File: config.mk
export PLATFORM = sky130hd
export DESIGN_NAME = mainbus_arbiter_flat
export DESIGN_NICKNAME = d
export VERILOG_FILES = /design/src/rtl/mainbus_pkg.sv /design/src/rtl/mainbus_arbiter_if.sv /design/src/rtl/rr_picker.sv /design/src/rtl/mainbus_arbiter.sv /design/src/flat_wrapper.sv
export SDC_FILE = /design/constraint.sdc
export NUM_CORES = 1
export LEC_CHECK = 0
export BUFFER_PORTS_ARGS = -buffer_cell sky130_fd_sc_hd__buf_2
export CAP_MARGIN = 20
export CORE_UTILIZATION = 52
export DETAILED_ROUTE_END_ITERATION = 10
export PLACE_DENSITY = 0.79
export SETUP_SLACK_MARGIN = 0.4
export SLEW_MARGIN = 5
export SYNTH_ARGS = -nofsm -noshare
export SYNTH_HDL_FRONTEND = slang
export SYNTH_SLANG_ARGS = --single-unit
File: constraint.sdc
create_clock -name clk -period 2.4 [get_ports clk]
set_clock_uncertainty 0.2 [all_clocks]
set_input_delay 0.24 -clock clk [delete_from_list [all_inputs] [get_ports clk]]
set_output_delay 0.24 -clock clk [all_outputs]
set_load 0.01 [all_outputs]
File: src/rtl/mainbus_pkg.sv
// Shared types and default constants for the main-bus arbiter slice.
package mainbus_pkg;

  typedef enum logic [1:0] {
    IDLE  = 2'd0,
    GRANT = 2'd1,
    XFER  = 2'd2,
    TURN  = 2'd3
  } arb_state_t;

  localparam int DEFAULT_BURST_LEN     = 4;
  localparam int DEFAULT_GRANT_TIMEOUT = 8;

endpackage

File: src/rtl/mainbus_arbiter_if.sv
// Main-bus arbitration signals: primary requests, sampled bus qualifiers, and grant/status outputs.
interface mainbus_arbiter_if #(
  parameter int NUM_REQ = 2
);
  localparam int IW = $clog2(NUM_REQ);

  logic [NUM_REQ-1:0] req;
  logic               AddrValid;
  logic               rw;
  logic [NUM_REQ-1:0] gnt;
  logic [IW-1:0]      owner;
  logic               busy;
  logic               xfer_rw;
  logic               xfer_done;
  logic               protocol_err;
  logic               timeout;

  // master: the arbiter itself; slave: primaries and bus observers around it.
  modport master (
    input  req, AddrValid, rw,
    output gnt, owner, busy, xfer_rw, xfer_done, protocol_err, timeout
  );

  modport slave (
    output req, AddrValid, rw,
    input  gnt, owner, busy, xfer_rw, xfer_done, protocol_err, timeout
  );

endinterface

File: src/rtl/rr_picker.sv
// Combinational round-robin search: first requester strictly after lastOwner, wrapping.
module rr_picker #(
  parameter int NUM_REQ = 2,
  parameter int IW      = $clog2(NUM_REQ)
) (
  input  logic [NUM_REQ-1:0] req,
  input  logic [IW-1:0]      lastOwner,
  output logic               found,
  output logic [IW-1:0]      idx
);

  logic [IW-1:0]      candIdx [NUM_REQ];
  logic [NUM_REQ-1:0] candReq;

  // Slot gi holds the requester at distance gi+1 from lastOwner.
  for (genvar gi = 0; gi < NUM_REQ; gi++) begin : g_cand
    assign candIdx[gi] = IW'((int'(lastOwner) + gi + 1) % NUM_REQ);
    assign candReq[gi] = req[candIdx[gi]];
  end

  always_comb begin
    found = |candReq;
    idx   = '0;
    for (int k = NUM_REQ - 1; k >= 0; k--) begin
      if (candReq[k]) idx = candIdx[k];
    end
  end

endmodule

File: src/rtl/mainbus_arbiter.sv
// Round-robin main-bus arbiter: grant, address cycle, fixed burst, one-cycle turnaround.
// Optional grant-idle revocation is built when MAINBUS_ARB_TIMEOUT_EN is defined.
module mainbus_arbiter
  import mainbus_pkg::*;
#(
  parameter int NUM_REQ       = 2,
  parameter int BURST_LEN     = DEFAULT_BURST_LEN,
  parameter int GRANT_TIMEOUT = DEFAULT_GRANT_TIMEOUT
) (
  input logic                clk,
  input logic                resetH,
  mainbus_arbiter_if.master  bus
);

  localparam int IW = $clog2(NUM_REQ);
  localparam int BW = $clog2(BURST_LEN + 1);

  localparam logic [1:0] S_IDLE  = IDLE;
  localparam logic [1:0] S_GRANT = GRANT;
  localparam logic [1:0] S_XFER  = XFER;
  localparam logic [1:0] S_TURN  = TURN;

  logic [1:0]         stateReg;
  logic [NUM_REQ-1:0] gntReg;
  logic [IW-1:0]      ownerReg;
  logic [IW-1:0]      lastOwner;
  logic               xferRwReg;
  logic               xferDoneReg;
  logic               protocolErrReg;
  logic [BW-1:0]      beatCnt;

  logic               pickFound;
  logic [IW-1:0]      pickIdx;

`ifdef MAINBUS_ARB_TIMEOUT_EN
  localparam int WW = $clog2(GRANT_TIMEOUT + 1);
  logic [WW-1:0] waitCnt;
  logic          timeoutReg;
`endif

  rr_picker #(
    .NUM_REQ (NUM_REQ),
    .IW      (IW)
  ) u_picker (
    .req       (bus.req),
    .lastOwner (lastOwner),
    .found     (pickFound),
    .idx       (pickIdx)
  );

  always_ff @(posedge clk) begin
    if (resetH) begin
      stateReg       <= S_IDLE;
      gntReg         <= '0;
      ownerReg       <= '0;
      lastOwner      <= IW'(NUM_REQ - 1);
      xferRwReg      <= 1'b0;
      xferDoneReg    <= 1'b0;
      protocolErrReg <= 1'b0;
      beatCnt        <= '0;
`ifdef MAINBUS_ARB_TIMEOUT_EN
      waitCnt        <= '0;
      timeoutReg     <= 1'b0;
`endif
    end else begin
      xferDoneReg    <= 1'b0;
      protocolErrReg <= 1'b0;
`ifdef MAINBUS_ARB_TIMEOUT_EN
      timeoutReg     <= 1'b0;
`endif
      case (stateReg)
        S_IDLE: begin
          if (pickFound) begin
            stateReg  <= S_GRANT;
            gntReg    <= NUM_REQ'(1) << pickIdx;
            ownerReg  <= pickIdx;
            lastOwner <= pickIdx;
`ifdef MAINBUS_ARB_TIMEOUT_EN
            waitCnt   <= '0;
`endif
          end
        end
        S_GRANT: begin
          if (bus.AddrValid) begin
            xferRwReg <= bus.rw;
            beatCnt   <= '0;
            stateReg  <= S_XFER;
          end else if (!bus.req[ownerReg]) begin
            // Withdrawal never drove the bus, so no turnaround is needed.
            stateReg <= S_IDLE;
            gntReg   <= '0;
          end
`ifdef MAINBUS_ARB_TIMEOUT_EN
          else if (waitCnt == WW'(GRANT_TIMEOUT - 1)) begin
            timeoutReg <= 1'b1;
            stateReg   <= S_TURN;
            gntReg     <= '0;
          end else begin
            waitCnt <= waitCnt + 1'b1;
          end
`endif
        end
        S_XFER: begin
          if (bus.AddrValid) protocolErrReg <= 1'b1;
          // Hold grant through the final beat; turnaround starts the cycle after.
          if (beatCnt == BW'(BURST_LEN)) begin
            stateReg <= S_TURN;
            gntReg   <= '0;
          end else begin
            beatCnt     <= beatCnt + 1'b1;
            xferDoneReg <= (beatCnt == BW'(BURST_LEN - 1));
          end
        end
        S_TURN:  stateReg <= S_IDLE;
        default: stateReg <= S_IDLE;
      endcase
    end
  end

  assign bus.gnt          = gntReg;
  assign bus.owner        = ownerReg;
  assign bus.busy         = (stateReg != S_IDLE);
  assign bus.xfer_rw      = xferRwReg;
  assign bus.xfer_done    = xferDoneReg;
  assign bus.protocol_err = protocolErrReg;
`ifdef MAINBUS_ARB_TIMEOUT_EN
  assign bus.timeout      = timeoutReg;
`else
  assign bus.timeout      = 1'b0;
`endif

endmodule

File: src/flat_wrapper.sv
// flat-port wrapper written by rule: the top's interface ports become plain ports
module mainbus_arbiter_flat import mainbus_pkg::*;
#(
  parameter int NUM_REQ       = 2,
  parameter int BURST_LEN     = DEFAULT_BURST_LEN,
  parameter int GRANT_TIMEOUT = DEFAULT_GRANT_TIMEOUT
)
  (clk, resetH, bus_req, bus_AddrValid, bus_rw, bus_gnt, bus_owner, bus_busy, bus_xfer_rw, bus_xfer_done, bus_protocol_err, bus_timeout);
  mainbus_arbiter_if #(.NUM_REQ(NUM_REQ)) bus_i ();
  input logic clk;
  input logic resetH;
  input wire logic [$bits(bus_i.req)-1:0] bus_req;
  input wire logic [$bits(bus_i.AddrValid)-1:0] bus_AddrValid;
  input wire logic [$bits(bus_i.rw)-1:0] bus_rw;
  output wire logic [$bits(bus_i.gnt)-1:0] bus_gnt;
  output wire logic [$bits(bus_i.owner)-1:0] bus_owner;
  output wire logic [$bits(bus_i.busy)-1:0] bus_busy;
  output wire logic [$bits(bus_i.xfer_rw)-1:0] bus_xfer_rw;
  output wire logic [$bits(bus_i.xfer_done)-1:0] bus_xfer_done;
  output wire logic [$bits(bus_i.protocol_err)-1:0] bus_protocol_err;
  output wire logic [$bits(bus_i.timeout)-1:0] bus_timeout;
  assign bus_i.req = bus_req;
  assign bus_i.AddrValid = bus_AddrValid;
  assign bus_i.rw = bus_rw;
  assign bus_gnt = bus_i.gnt;
  assign bus_owner = bus_i.owner;
  assign bus_busy = bus_i.busy;
  assign bus_xfer_rw = bus_i.xfer_rw;
  assign bus_xfer_done = bus_i.xfer_done;
  assign bus_protocol_err = bus_i.protocol_err;
  assign bus_timeout = bus_i.timeout;
  mainbus_arbiter #(.NUM_REQ(NUM_REQ), .BURST_LEN(BURST_LEN), .GRANT_TIMEOUT(GRANT_TIMEOUT)) u_core (.clk(clk), .resetH(resetH), .bus(bus_i));
endmodule
# Word-level counts from Yosys, hierarchy flattened

Cells that the tools add are included.

Add/subtract/negate cells: 3
$lt $le $gt $ge: 3
Equal/unequal tests: 12
Shifts and indexed selects: 1
Multiplexer cells: 21
Bitwise gates (word level): 1
Reduce and logical (&&, ||, !) cells: 12

Operator list:

| operator                                               | number |
|---|---|
| two-way mux 2 bit                                      | 7 |
| two-way mux 1 bit                                      | 9 |
| inequality test 2 bit (second input constant)          | 4 |
| case mux 2 bit (4 select lines)                        | 1 |
| < comparator 1 x 2 -> 1 bit (second input constant)    | 3 |
| two-way mux 3 bit                                      | 2 |
| case mux 2 bit (3 select lines)                        | 1 |
| case mux 3 bit (2 select lines)                        | 1 |
| AND reduction 3 bit                                    | 2 |
| AND reduction 5 bit                                    | 1 |
| == test 2 bit (second input constant)                  | 2 |
| inequality test 2 x 1 -> 1 bit (second input constant) | 2 |
| AND reduction 2 bit                                    | 2 |
| nonzero test 2 bit                                     | 2 |
| OR reduction 2 bit                                     | 2 |
| adder 3 x 1 -> 3 bit (second input constant)           | 1 |
| == test 3 x 2 -> 1 bit (second input constant)         | 1 |
| == test 3 bit (second input constant)                  | 1 |
| inequality test 3 bit (second input constant)          | 1 |
| nonzero test 3 bit                                     | 1 |
| OR reduction 3 bit                                     | 1 |
| adder 1 bit (second input constant)                    | 2 |
| == test 2 x 1 -> 1 bit (second input constant)         | 1 |
| zero test 2 bit                                        | 1 |
| 2 further kinds                                        | 2 |

Bits in registers: 12
Input bits: 6
Output and inout bits: 8
Word-level logic and storage cells: 61

# Longest topological paths before layout

Word-level depth: 9
Mapped depth: 7
Gate-level depth less buffers: 6

# Modules after synthesis

A second synthesis with hierarchy kept.

Cells, all modules: 73
Area total of the unflattened synthesis: 671.9 um2

Modules (own cells, without submodules):

| module          | times used | cells an instance | area each (um2) | seq. area each (um2) |
|---|---|---|---|---|
| mainbus_arbiter | 1          | 71                | 658.1           | 240.2 |
| rr_picker       | 1          | 2                 | 13.8            | 0.0 |

# Least setup slack after synthesis

No wires, ideal clock.

Path type: register -> register
From: register u_core.stateReg[0]
To: register u_core.beatCnt[0]
Library setup time: 70 ps
Data arrival time: 1,471 ps
Data required time: 2,130 ps
Slack: 660 ps
Cell stages (with the launch flop): 7
Buffers on the path: 1
Clock period less this slack: 1,740 ps
Cells stage by stage: dfxtp_1 > inv_1 > ha_1 > buf_4 > a311o_1 > nand3b_1 > a21oi_1

Cells in the longest elaborated chain, start to end: 3
Elaborated cells between the ends (all ways): 7
Classes of those cells: eq/ne (4); mux (1); reduce/logical (2)

RTL lines:

| item                                                                         | RTL line               | text |
|---|---|---|
| from (decl)                                                                  | mainbus_arbiter.sv:23  | `logic [1:0] stateReg;` |
| from (signal assigned)                                                       | mainbus_arbiter.sv:53  | `stateReg <= S_IDLE;` |
| from (signal assigned)                                                       | mainbus_arbiter.sv:74  | `stateReg <= S_GRANT;` |
| from (signal assigned)                                                       | mainbus_arbiter.sv:87  | `stateReg <= S_XFER;` |
| == test 2 bit or == test 2 x 1 -> 1 bit (tied branches)                      | mainbus_arbiter.sv:71  | `case (stateReg)` |
| inequality test 2 bit (no source line) or nonzero test 2 bit (tied branches) | -                      |  |
| AND reduction 3 bit (no source line)                                         | -                      |  |
| to (signal assigned)                                                         | mainbus_arbiter.sv:110 | `beatCnt <= beatCnt + 1'b1;` |
| to (decl)                                                                    | mainbus_arbiter.sv:30  | `logic [BW-1:0] beatCnt;` |

Parallel ways exist; a longest one is shown, timed or not.
A chain may end at the register's enable or synchronous reset.

==> out/results.tsv <==
metric	value	unit
path_delay_family	compound AO/OA/AOI/OAI gates	
status	finished, final reports clean	
r2r_slack	0.54	ns
worst-path-stages	6	
wl_per_cell	12.9	µm
hp-class	input port to flip-flop	
finalHoldViolCount	0	
cp.arrival	1.86	ns
port-buffer-count	12	
synth_cell_types	31	
setup_violations	0	
final_cell_area	806	µm²
coreArea	1190	µm²
chipWidth	38.9	µm
path_class	flip-flop to flip-flop	
critPathMaxFanout	5	
irDropWorstVdd	517	µV
start_util	59.8	%
dieArea	1520	µm²
mostFrequentLayoutCells	12 x buf_2, 11 x dfxtp_1, 9 x nand2_1	
final_common_cell	buf_2	
cts_tree	built	
io_pins	14	
gp_congestion	0.754	
netlist_top_cells_area	dfxtp_1 34%, ha_1 14%, nand2_1 4.8%	
yosysWarnings	0	
post-cts-setup-buffer-count	0	
first_pass_iters	2	
track_usage	21.5	%
yosysTopAreaCell	dfxtp_1	
cp-start-kind	flip-flop	
grt_overflow	0	
grt_max_degree	16	
syn_inst	74	
max_stage_delay	0.37	ns
total_leakage_power	0.363	nW
r2r_end	u_core.beatCnt[0]	
via_count	550	
crit_chain	inv_1 -> ha_1 -> nor2b_2 -> a311o_1 -> nand3b_1 -> a21oi_1	
tns	0	ns
cts.sinks	12	
htreeDepth	1	
ys.flop_type	dfxtp_1	
antenna_found_initial	0	
rows	12	
r2r_cells	6	
rsz0062_at_grt	false	
place_hpwl	980	µm
period_minus_slack	1.86	ns
final_nets	102	
crit_slowest_cell	dfxtp_1	
fin_crit_sh	77.5	%
ys_ff_latch	12	
area_growth	13.6	%
die_h	38.9	µm
synth_edf_count	0	
crit_end	u_core.beatCnt[0]	
antenna_cells	0	
slew_viol_final	0	
drcViolationCount	0	
power.density	650	nW/µm²
syn_area	709	µm²
routed_wl	1.30	mm
crit_path_end_kind	flip-flop	
clk_pin_slew	0.08	ns
clockBufferDepth	2	
synth_top_area_share	33.9	%
synthArstFlopShare	0	%
postPlaceCellArea	761	µm²
drive_gt1_share	29.9	%
grt_pass1_wl	2.19	mm
vias_per_cell	5.45	
power.total	0.524	mW
syn-num-nets	88	
avgSynthCellArea	9.59	µm²
worstSkewPairLatency	0.27	ns
grt_pass1_vias	529	
required	2.40	ns
cp_num_buf_inv	1	
clock-root-buffer	clkbuf_4	
cap_violations	0	
numCtsBuffers	3	
clock.fmax	537	MHz
ys_seq_area_share	33.9	%
dr.first_iter.drc_count	7	
ant_nets	0	
## stage by stage
stage	hold WS [ns]	utilization, %	instances	setup slack, ns
floorplan	0.140	-	74	0.660
global placement	0.243	64.1	97	0.525
detailed placement	0.253	64.1	97	0.433
CTS	0.0132	67.6	101	0.481
global route	0.0523	67.9	101	0.423
finish	0.0259	67.9	101	0.539
## cells by family (layout without fill, tap and decap cells)
group                      after synthesis  in the layout  synth area share [%]
and+or+nand+nor                         25             25                  18.9
AOI/OAI and AO/OA                       15             15                  20.3
DFF                                     12             12                  33.9
buffers and inverters                   10             23                  7.41
adders and majority gates                8              8                  14.1
muxes                                    3              3                  4.94
other                                    1              1                 0.529
## sequential cells by signal (all words and copies together), names as in the netlist, named ones only
register / cells
u_core.bus.gnt: 2
u_core.bus.protocol_err: 1
u_core.stateReg: 1
u_core.beatCnt: 3
u_core.bus.owner: 1
u_core.bus.xfer_rw: 1
u_core.lastOwner: 1
u_core.bus.xfer_done: 1
## report_power, final
part | total, mW | internal (mW) | switching, mW
sequential | 0.227 | 0.215 | 0.0122
combinational | 0.136 | 0.0600 | 0.0762
clock | 0.161 | 0.0920 | 0.0686
## worst min-delay path by stage
| stage | startpoint | to | slack [ns] | cells past startpoint |
|---|---|---|---|---|
| global route | bus_rw | u_core.bus.xfer_rw | 0.05 | 3 |
| CTS | bus_rw | u_core.bus.xfer_rw | 0.01 | 3 |
| global placement | u_core.bus.xfer_rw | u_core.bus.xfer_rw | 0.24 | 2 |
| detailed placement | u_core.bus.xfer_rw | u_core.bus.xfer_rw | 0.25 | 2 |
| finish | bus_rw | u_core.bus.xfer_rw | 0.03 | 3 |
| floorplan | resetH | u_core.bus.gnt[0] | 0.14 | 1 |
## metal layers
metal / GRT usage, % / share of wire, %
met5: 0 / 0
met4: 10.3 / 1.5
met3: 5.20 / 3.9
met2: 37.1 / 48
met1: 24.4 / 47
## worst reg2reg max path: stages (launching register included)
cell and delay (ns):
dfxtp_1 0.37, inv_1 0.11, ha_1 0.25, nor2b_2 0.20
a311o_1 0.37, nand3b_1 0.18, a21oi_1 0.12
## area by class of cell
class                           count  area, µm²
Inverter                            7       26.3
Timing Repair Buffer               12       60.1
Clock buffer                        4       36.3
Sequential cell                    12        241
Tap cell                           14       17.5
Fill cell                          98        380
Multi-Input combinational cell     52        424
## timing repair
action	CTS	global route
pin swaps	0	0
gates resized for setup	1	2
cloned	0	0
hold endpoints to repair	0	0
hold buffers	0	0
setup endpoints to repair	1	2
## cell usage after synthesis (2+ instances only)
| cell | number |
|---|---|
| nand2_1 | 9 |
| inv_1 | 7 |
| a211oi_1 | 2 |
| dfxtp_1 | 12 |
| ha_1 | 8 |
| mux2i_1 | 2 |
| buf_4 | 2 |
| nor2_1 | 7 |
| a21oi_1 | 3 |
Note: power is estimated with default switching activity, not from simulation.
